$ cat src/rtl/ram_lsu_pkg.sv
// Shared encodings for the RAM load/store initiator.
// Latency: n/a (declarations only).
// Backpressure: n/a.
package ram_lsu_pkg;

    // Access size encodings carried on req_size; 2'd3 is illegal.
    localparam logic [1:0] SZ_BYTE = 2'd0;
    localparam logic [1:0] SZ_HALF = 2'd1;
    localparam logic [1:0] SZ_WORD = 2'd2;

    // Request sequencing states.
    typedef enum logic [1:0] {
        IDLE   = 2'd0,
        ACCESS = 2'd1,
        RESP   = 2'd2
    } lsu_state_e;

endpackage

$ cat src/rtl/ram_lsu_lane.sv
// Byte-lane logic: store enables/replication, misalignment, load extract+extend.
// Latency: purely combinational.
// Backpressure: none (no handshake).
//
// Ports:
//   size, is_unsigned, addr_lo : access shape (addr_lo = byte address bits [1:0])
//   st_data                    : right-justified store data
//   ld_raw                     : raw 32-bit word read from RAM
//   wen, wdata                 : byte enables and lane-replicated store data
//   misalign                   : half on odd byte, or word not on a 4-byte boundary
//   ld_data                    : aligned, extended load result
module ram_lsu_lane
    import ram_lsu_pkg::*;
(
    input  logic [1:0]  size,
    input  logic        is_unsigned,
    input  logic [1:0]  addr_lo,
    input  logic [31:0] st_data,
    input  logic [31:0] ld_raw,
    output logic [3:0]  wen,
    output logic [31:0] wdata,
    output logic        misalign,
    output logic [31:0] ld_data
);

    logic [31:0] shifted;

    always_comb begin
        // Move the addressed byte/half down to bit 0 before trimming.
        shifted  = ld_raw >> {addr_lo, 3'b000};
        wen      = 4'b0000;
        wdata    = st_data;
        misalign = 1'b0;
        ld_data  = shifted;
        case (size)
            SZ_BYTE: begin
                wen     = 4'b0001 << addr_lo;
                wdata   = {4{st_data[7:0]}};
                ld_data = is_unsigned ? {24'h0, shifted[7:0]}
                                      : {{24{shifted[7]}}, shifted[7:0]};
            end
            SZ_HALF: begin
                wen      = addr_lo[1] ? 4'b1100 : 4'b0011;
                wdata    = {2{st_data[15:0]}};
                misalign = addr_lo[0];
                ld_data  = is_unsigned ? {16'h0, shifted[15:0]}
                                       : {{16{shifted[15]}}, shifted[15:0]};
            end
            SZ_WORD: begin
                wen      = 4'b1111;
                misalign = |addr_lo;
            end
            default: begin
                // Illegal size: rejected by the caller; no lanes enabled.
            end
        endcase
    end

endmodule

$ cat src/rtl/ram_lsu_master.sv
// Load/store initiator for a synchronous byte-enabled RAM with one-cycle read.
// Latency: accept at edge N -> rsp_valid pulse in the cycle after edge N+1; one request per 3 cycles.
// Backpressure: req_ready high only when idle; response has no backpressure.
//
// Ports: req_* request handshake/payload in, rsp_* one-cycle response out,
//        mem_* RAM port (wen/addr/wdata out, registered rdata in).
// Optional: define RAM_LSU_PERF_CNT_EN to add cnt_loads/cnt_stores/cnt_errs.
module ram_lsu_master
    import ram_lsu_pkg::*;
#(
    parameter int unsigned WORDS     = 256,
    parameter logic [31:0] BASE_ADDR = 32'h0000_0000
)(
    input  logic        clk,
    input  logic        resetn,
    input  logic        req_valid,
    output logic        req_ready,
    input  logic        req_we,
    input  logic [1:0]  req_size,
    input  logic        req_unsigned,
    input  logic [31:0] req_addr,
    input  logic [31:0] req_wdata,
    output logic        rsp_valid,
    output logic [31:0] rsp_rdata,
    output logic        rsp_err,
`ifdef RAM_LSU_PERF_CNT_EN
    output logic [31:0] cnt_loads,
    output logic [31:0] cnt_stores,
    output logic [31:0] cnt_errs,
`endif
    output logic [3:0]  mem_wen,
    output logic [21:0] mem_addr,
    output logic [31:0] mem_wdata,
    input  logic [31:0] mem_rdata
);

    lsu_state_e  state_q, state_d;
    logic        we_q, we_d;
    logic [1:0]  size_q, size_d;
    logic        uns_q, uns_d;
    logic [1:0]  alo_q, alo_d;
    logic        err_q, err_d;
    logic [21:0] mem_addr_q, mem_addr_d;
    logic [31:0] mem_wdata_q, mem_wdata_d;

    // The lane block looks at the live request while idle (for the error
    // check and store replication) and at the latched request afterwards.
    logic        idle;
    logic [1:0]  lane_size;
    logic        lane_uns;
    logic [1:0]  lane_alo;
    logic [3:0]  lane_wen;
    logic [31:0] lane_wdata;
    logic        lane_misalign;
    logic [31:0] lane_ld;

    assign idle      = (state_q == IDLE);
    assign lane_size = idle ? req_size     : size_q;
    assign lane_uns  = idle ? req_unsigned : uns_q;
    assign lane_alo  = idle ? req_addr[1:0] : alo_q;

    ram_lsu_lane u_lane (
        .size        (lane_size),
        .is_unsigned (lane_uns),
        .addr_lo     (lane_alo),
        .st_data     (req_wdata),
        .ld_raw      (mem_rdata),
        .wen         (lane_wen),
        .wdata       (lane_wdata),
        .misalign    (lane_misalign),
        .ld_data     (lane_ld)
    );

    // Range check on the offset from the RAM base.
    logic [31:0] off;
    logic        req_err;
    assign off     = req_addr - BASE_ADDR;
    assign req_err = (req_size == 2'd3) | lane_misalign | (req_addr < BASE_ADDR)
                   | ({2'b00, off[31:2]} >= 32'(WORDS));

    always_comb begin
        state_d     = state_q;
        we_d        = we_q;
        size_d      = size_q;
        uns_d       = uns_q;
        alo_d       = alo_q;
        err_d       = err_q;
        mem_addr_d  = mem_addr_q;
        mem_wdata_d = mem_wdata_q;
        case (state_q)
            IDLE: begin
                if (req_valid) begin
                    we_d    = req_we;
                    size_d  = req_size;
                    uns_d   = req_unsigned;
                    alo_d   = req_addr[1:0];
                    err_d   = req_err;
                    // Errored requests still pass through ACCESS as a plain
                    // wait cycle so both outcomes share the same latency; the
                    // RAM port is left untouched for them.
                    state_d = ACCESS;
                    if (!req_err) begin
                        mem_addr_d  = off[23:2];
                        mem_wdata_d = lane_wdata;
                    end
                end
            end
            ACCESS:  state_d = RESP;
            RESP:    state_d = IDLE;
            default: state_d = IDLE;
        endcase
    end

    always_ff @(posedge clk or negedge resetn) begin
        if (!resetn) begin
            state_q     <= IDLE;
            we_q        <= 1'b0;
            size_q      <= SZ_BYTE;
            uns_q       <= 1'b0;
            alo_q       <= 2'b00;
            err_q       <= 1'b0;
            mem_addr_q  <= 22'h0;
            mem_wdata_q <= 32'h0;
        end else begin
            state_q     <= state_d;
            we_q        <= we_d;
            size_q      <= size_d;
            uns_q       <= uns_d;
            alo_q       <= alo_d;
            err_q       <= err_d;
            mem_addr_q  <= mem_addr_d;
            mem_wdata_q <= mem_wdata_d;
        end
    end

    // Write enables decode straight from state so a reset kills them at once.
    assign mem_wen   = (state_q == ACCESS && we_q && !err_q) ? lane_wen : 4'b0000;
    assign mem_addr  = mem_addr_q;
    assign mem_wdata = mem_wdata_q;
    assign req_ready = idle;
    assign rsp_valid = (state_q == RESP);
    assign rsp_err   = (state_q == RESP) && err_q;
    // RAM read data for the ACCESS address is present during RESP.
    assign rsp_rdata = (state_q == RESP && !we_q && !err_q) ? lane_ld : 32'h0;

`ifdef RAM_LSU_PERF_CNT_EN
    logic [31:0] cnt_loads_q, cnt_loads_d;
    logic [31:0] cnt_stores_q, cnt_stores_d;
    logic [31:0] cnt_errs_q, cnt_errs_d;

    always_comb begin
        cnt_loads_d  = cnt_loads_q;
        cnt_stores_d = cnt_stores_q;
        cnt_errs_d   = cnt_errs_q;
        if (state_q == RESP) begin
            if (err_q)     cnt_errs_d   = cnt_errs_q + 32'd1;
            else if (we_q) cnt_stores_d = cnt_stores_q + 32'd1;
            else           cnt_loads_d  = cnt_loads_q + 32'd1;
        end
    end

    always_ff @(posedge clk or negedge resetn) begin
        if (!resetn) begin
            cnt_loads_q  <= 32'h0;
            cnt_stores_q <= 32'h0;
            cnt_errs_q   <= 32'h0;
        end else begin
            cnt_loads_q  <= cnt_loads_d;
            cnt_stores_q <= cnt_stores_d;
            cnt_errs_q   <= cnt_errs_d;
        end
    end

    assign cnt_loads  = cnt_loads_q;
    assign cnt_stores = cnt_stores_q;
    assign cnt_errs   = cnt_errs_q;
`endif

endmodule

$ cat config.mk
export PLATFORM = sky130hd
export DESIGN_NAME = ram_lsu_master
export DESIGN_NICKNAME = d
export VERILOG_FILES = /design/src/rtl/ram_lsu_pkg.sv /design/src/rtl/ram_lsu_lane.sv /design/src/rtl/ram_lsu_master.sv
export SDC_FILE = /design/constraint.sdc
export NUM_CORES = 1
export LEC_CHECK = 0
export BUFFER_PORTS_ARGS = -buffer_cell sky130_fd_sc_hd__clkbuf_2
export CORE_UTILIZATION = 41
export CTS_CLUSTER_DIAMETER = 100
export DETAILED_ROUTE_END_ITERATION = 10
export PLACE_DENSITY_LB_ADDON = 0.25
export RECOVER_POWER = 25
export SLEW_MARGIN = 40
export SYNTH_ARGS = -nofsm -noshare
export SYNTH_HDL_FRONTEND = slang
export SYNTH_SLANG_ARGS = --single-unit
$ cat constraint.sdc
create_clock -name clk -period 3.35 [get_ports clk]
set_input_delay 0.335 -clock clk [delete_from_list [all_inputs] [get_ports clk]]
set_output_delay 0.335 -clock clk [all_outputs]
set_load 0.1 [all_outputs]
==> summary.md <==
| Metric | Value |
|---|---|
| Status | finished with violations |
| Failing checks | capacitance limit, slew limit |
| DRC errors left | 0 |
| Clk sinks | 63 |
| CP required | approximately 3000 ps |
| Hold WC Path Type | in -> reg |
| M1 GR Usage | 30.7% |
| Final-report hold violation count | 0 |
| Drt first pass iters | 4 |
| Yosys cell types | 41 |
| CTS tree | built |
| Power density cells | ~380 mW/mm^2 |
| Most common cell after layout, fill and taps aside | clkbuf_2 |
| P_int | 1450 uW |
| CP Launch Type | register |
| Total global routing overflow | 0 |
| Period utilization | 92.9% |
| Area grow syn2layout | 56.9% |
| Worst Tran Pin Value | roughly 2200 ps |
| Vias in the first global route | between 3,000 and 4,000 |
| Max VDD drop | ~0.32 mV |
| Num rows | 34 |
| Finished Core Util | approximately two thirds |
| Slew Limit Headroom | -49.1% |
| Core area | roughly 0.009 sq mm |
| Multi-input gate area | ~0.0024 sq mm |
| CTS clk-pin slew, worst paths | ~80 ps |
| Busiest grt layer | met2 |
| Area fraction of the dominant cell type after synthesis | 42.2% |
| Top_reg_cell synth | dfrtp_1 |
| Psw | roughly 760 uW |
| #FFs+latches synth | 63 |
| # port buffers | about 200 |
| Fillcell total | between 700 and 800 |
| First-pass GRT wire length | 18,100 um |
| Netlist Area Pre-Place | about 0.0037 sq mm |
| Clock network power share | roughly a third |
| FFs w/ async S/R, synth | 100% |
| Full die area | ~0.0095 sq mm |
| Synth top area cells | dfrtp_1 42%, mux2_2 11%, mux2_4 8.0% |
| CP max FO | 24 |
| Syn_nets | 462 |
| Fin crit period | roughly 3100 ps |
| Comb power frac | between 30% and 40% |
| Sw Share | 34.3% |
| Max-Cap Viols | 1 |
| DP Wirelength | 8990 um |
| Pleak | between 0.003 and 0.004 uW |
| Seq/Total Area, Yosys | 42.2% |
| Final Max Slew Viols | between 40 and 50 |
| Gate Count Post-Synth | 355 |
| TritonCTS Buffers | 9 |
| Final WL | approximately 11,000 um |
| H-Tree Depth | 3 |
| WHS | about 240 ps |
| Commonest cells after routing, fill and taps aside | 166 x clkbuf_2, 62 x dfrtp_1, 42 x nand2_1 |
| Critical Path End Type | primary output |
| Number of synthesized flops with an enable pin | 0 |
| Ant diodes | 0 |
| Routability Congestion | between 0.8 and 0.9 |
| Mean Syn Cell Area | 10.5 sq um |
| Initial antenna violation count | 0 |
| Met3 Use GR | slightly above 5% |
| Die H | ~97 um |
| Overall routing resource usage | 24.0% |
| Non-Filler Instances | 664 |
| DR iter-0 viols | 154 |
| Die width | approximately 97 um |
| Max Clk Rate | 321 MHz |
| Layout Skew | between 10 and 15 ps |
| Worst skew pair latency | roughly 330 ps |
| Post-DRT Antenna Nets | 0 |
| Yosys warnings | 0 |
| Initial Util | 42.6% |
| Via count | 3,621 |
| Setup Viol. Count Final | 0 |
| Vias/cell | between 5 and 6 |
| Met2 usage | about 40% |
| Final #Nets | 658 |
| Clock buffer depth | 2 |
| Placed Cells | ~640 |
| Synth area leader | dfrtp_1 |
| Share of cells above drive strength 1 | 58.8% |
| IO Pins | a little under 200 |
| Crit Path Category | reg -> out |
| Routed len/inst | between 15 and 20 um |
| RSZ-0062 raised after global routing | no |
| Flop pwr share | about 37% |
| Worst Path Arrival | approximately 2800 ps |
| Largest net degree at the start of global routing | 41 |
| Reg area | around 0.0016 sq mm |
| Clock Root Buffer | clkbuf_8 |
## metal layers
| metal | wire [um] | part of all wire (%) | vias up |
|---|---|---|---|
| li1 | - | - | 1688 |
| met2 | 5560 | 49 | 173 |
| met3 | 762 | 6.6 | 19 |
| met4 | 229 | 2.0 | 0 |
| met1 | 4910 | 43 | 1741 |
| met5 | 0 | 0 | - |
## layout make-up
type                       instances  area share, %
clock buffer                      11           2.58
clock inverter                     5           1.07
inverter                           2          0.128
multi-input combinational        266           40.8
sequential                        63           26.9
tap                              108           2.31
timing repair buffer             209           26.1
## registers in the layout, indices dropped and copies added (netlist names)
signal / count
mem_wdata: 32
mem_addr: 22
alo_q: 2
size_q: 2
state_q: 2
err_q: 1
uns_q: 1
we_q: 1
## metrics by stage
step	instance area, sq um	setup TNS [ps]	power, uW	setup slack [ps]
2_1_floorplan	4130	-749	1290	-55.5
3_3_place_gp	5590	0	1470	577
3_5_place_dp	5600	0	1490	446
4_1_cts	5820	0	2210	58.7
5_1_grt	5860	0	2320	48.8
6_report	5860	0	2210	239
## logic make-up after synthesis
kind of cell / after synthesis / share of synthesized area, %
and+or+nand+nor: 140 / 18.9
buffers and inverters: 26 / 3.49
AOI/OAI and AO/OA: 51 / 10.9
muxes: 71 / 23.1
adders and majority gates: 4 / 1.34
DFF: 63 / 42.2
## cells in the mapped netlist (all sizes together) (8+ instances only)
master / n
dfrtp: 63
nor2b: 16
clkbuf: 16
mux2: 62
buf: 8
nor2: 25
o21ai: 11
a221oi: 9
nand2: 43
mux2i: 9
a32o: 8
nand3: 30
## power groups by stage
stage	Clock, uW	Sequential [uW]	Combinational, uW
after floorplan	0	818	474
after global placement	0	823	650
after detailed placement	0	825	669
after CTS	725	811	673
after global routing	751	814	753
final	706	811	690
## path summary, 6_finish.rpt
kind,startpoint,to,slack (ps),cells after the start
setup / recovery,state_q[0],rsp_rdata[13],240,9
hold / removal,req_addr[9],mem_addr[7],240,2
setup reg to reg,state_q[0],mem_wdata[15],510,9
hold reg to reg,mem_wdata[24],mem_wdata[24],500,1
max in group asynchronous,resetn,state_q[1],700,2
min in group asynchronous,resetn,mem_wdata[17],1200,2
## critical path: stages (launching register included)
cell     delay, ps
dfrtp_1        480
nor2_4         230
mux2_2         400
inv_1          130
ha_4           280
nor3b_2        190
nand4_1        100
buf_6          280
o21ai_4        120
buf_12         190
## what timing repair did
item	4_1_cts	5_1_grt
hold buffers	1	0
resized for setup	0	2
setup endpoints to repair	0	24
setup buffers	0	3
hold endpoints to repair	34	0
Note: power is estimated with default switching activity, not from simulation.
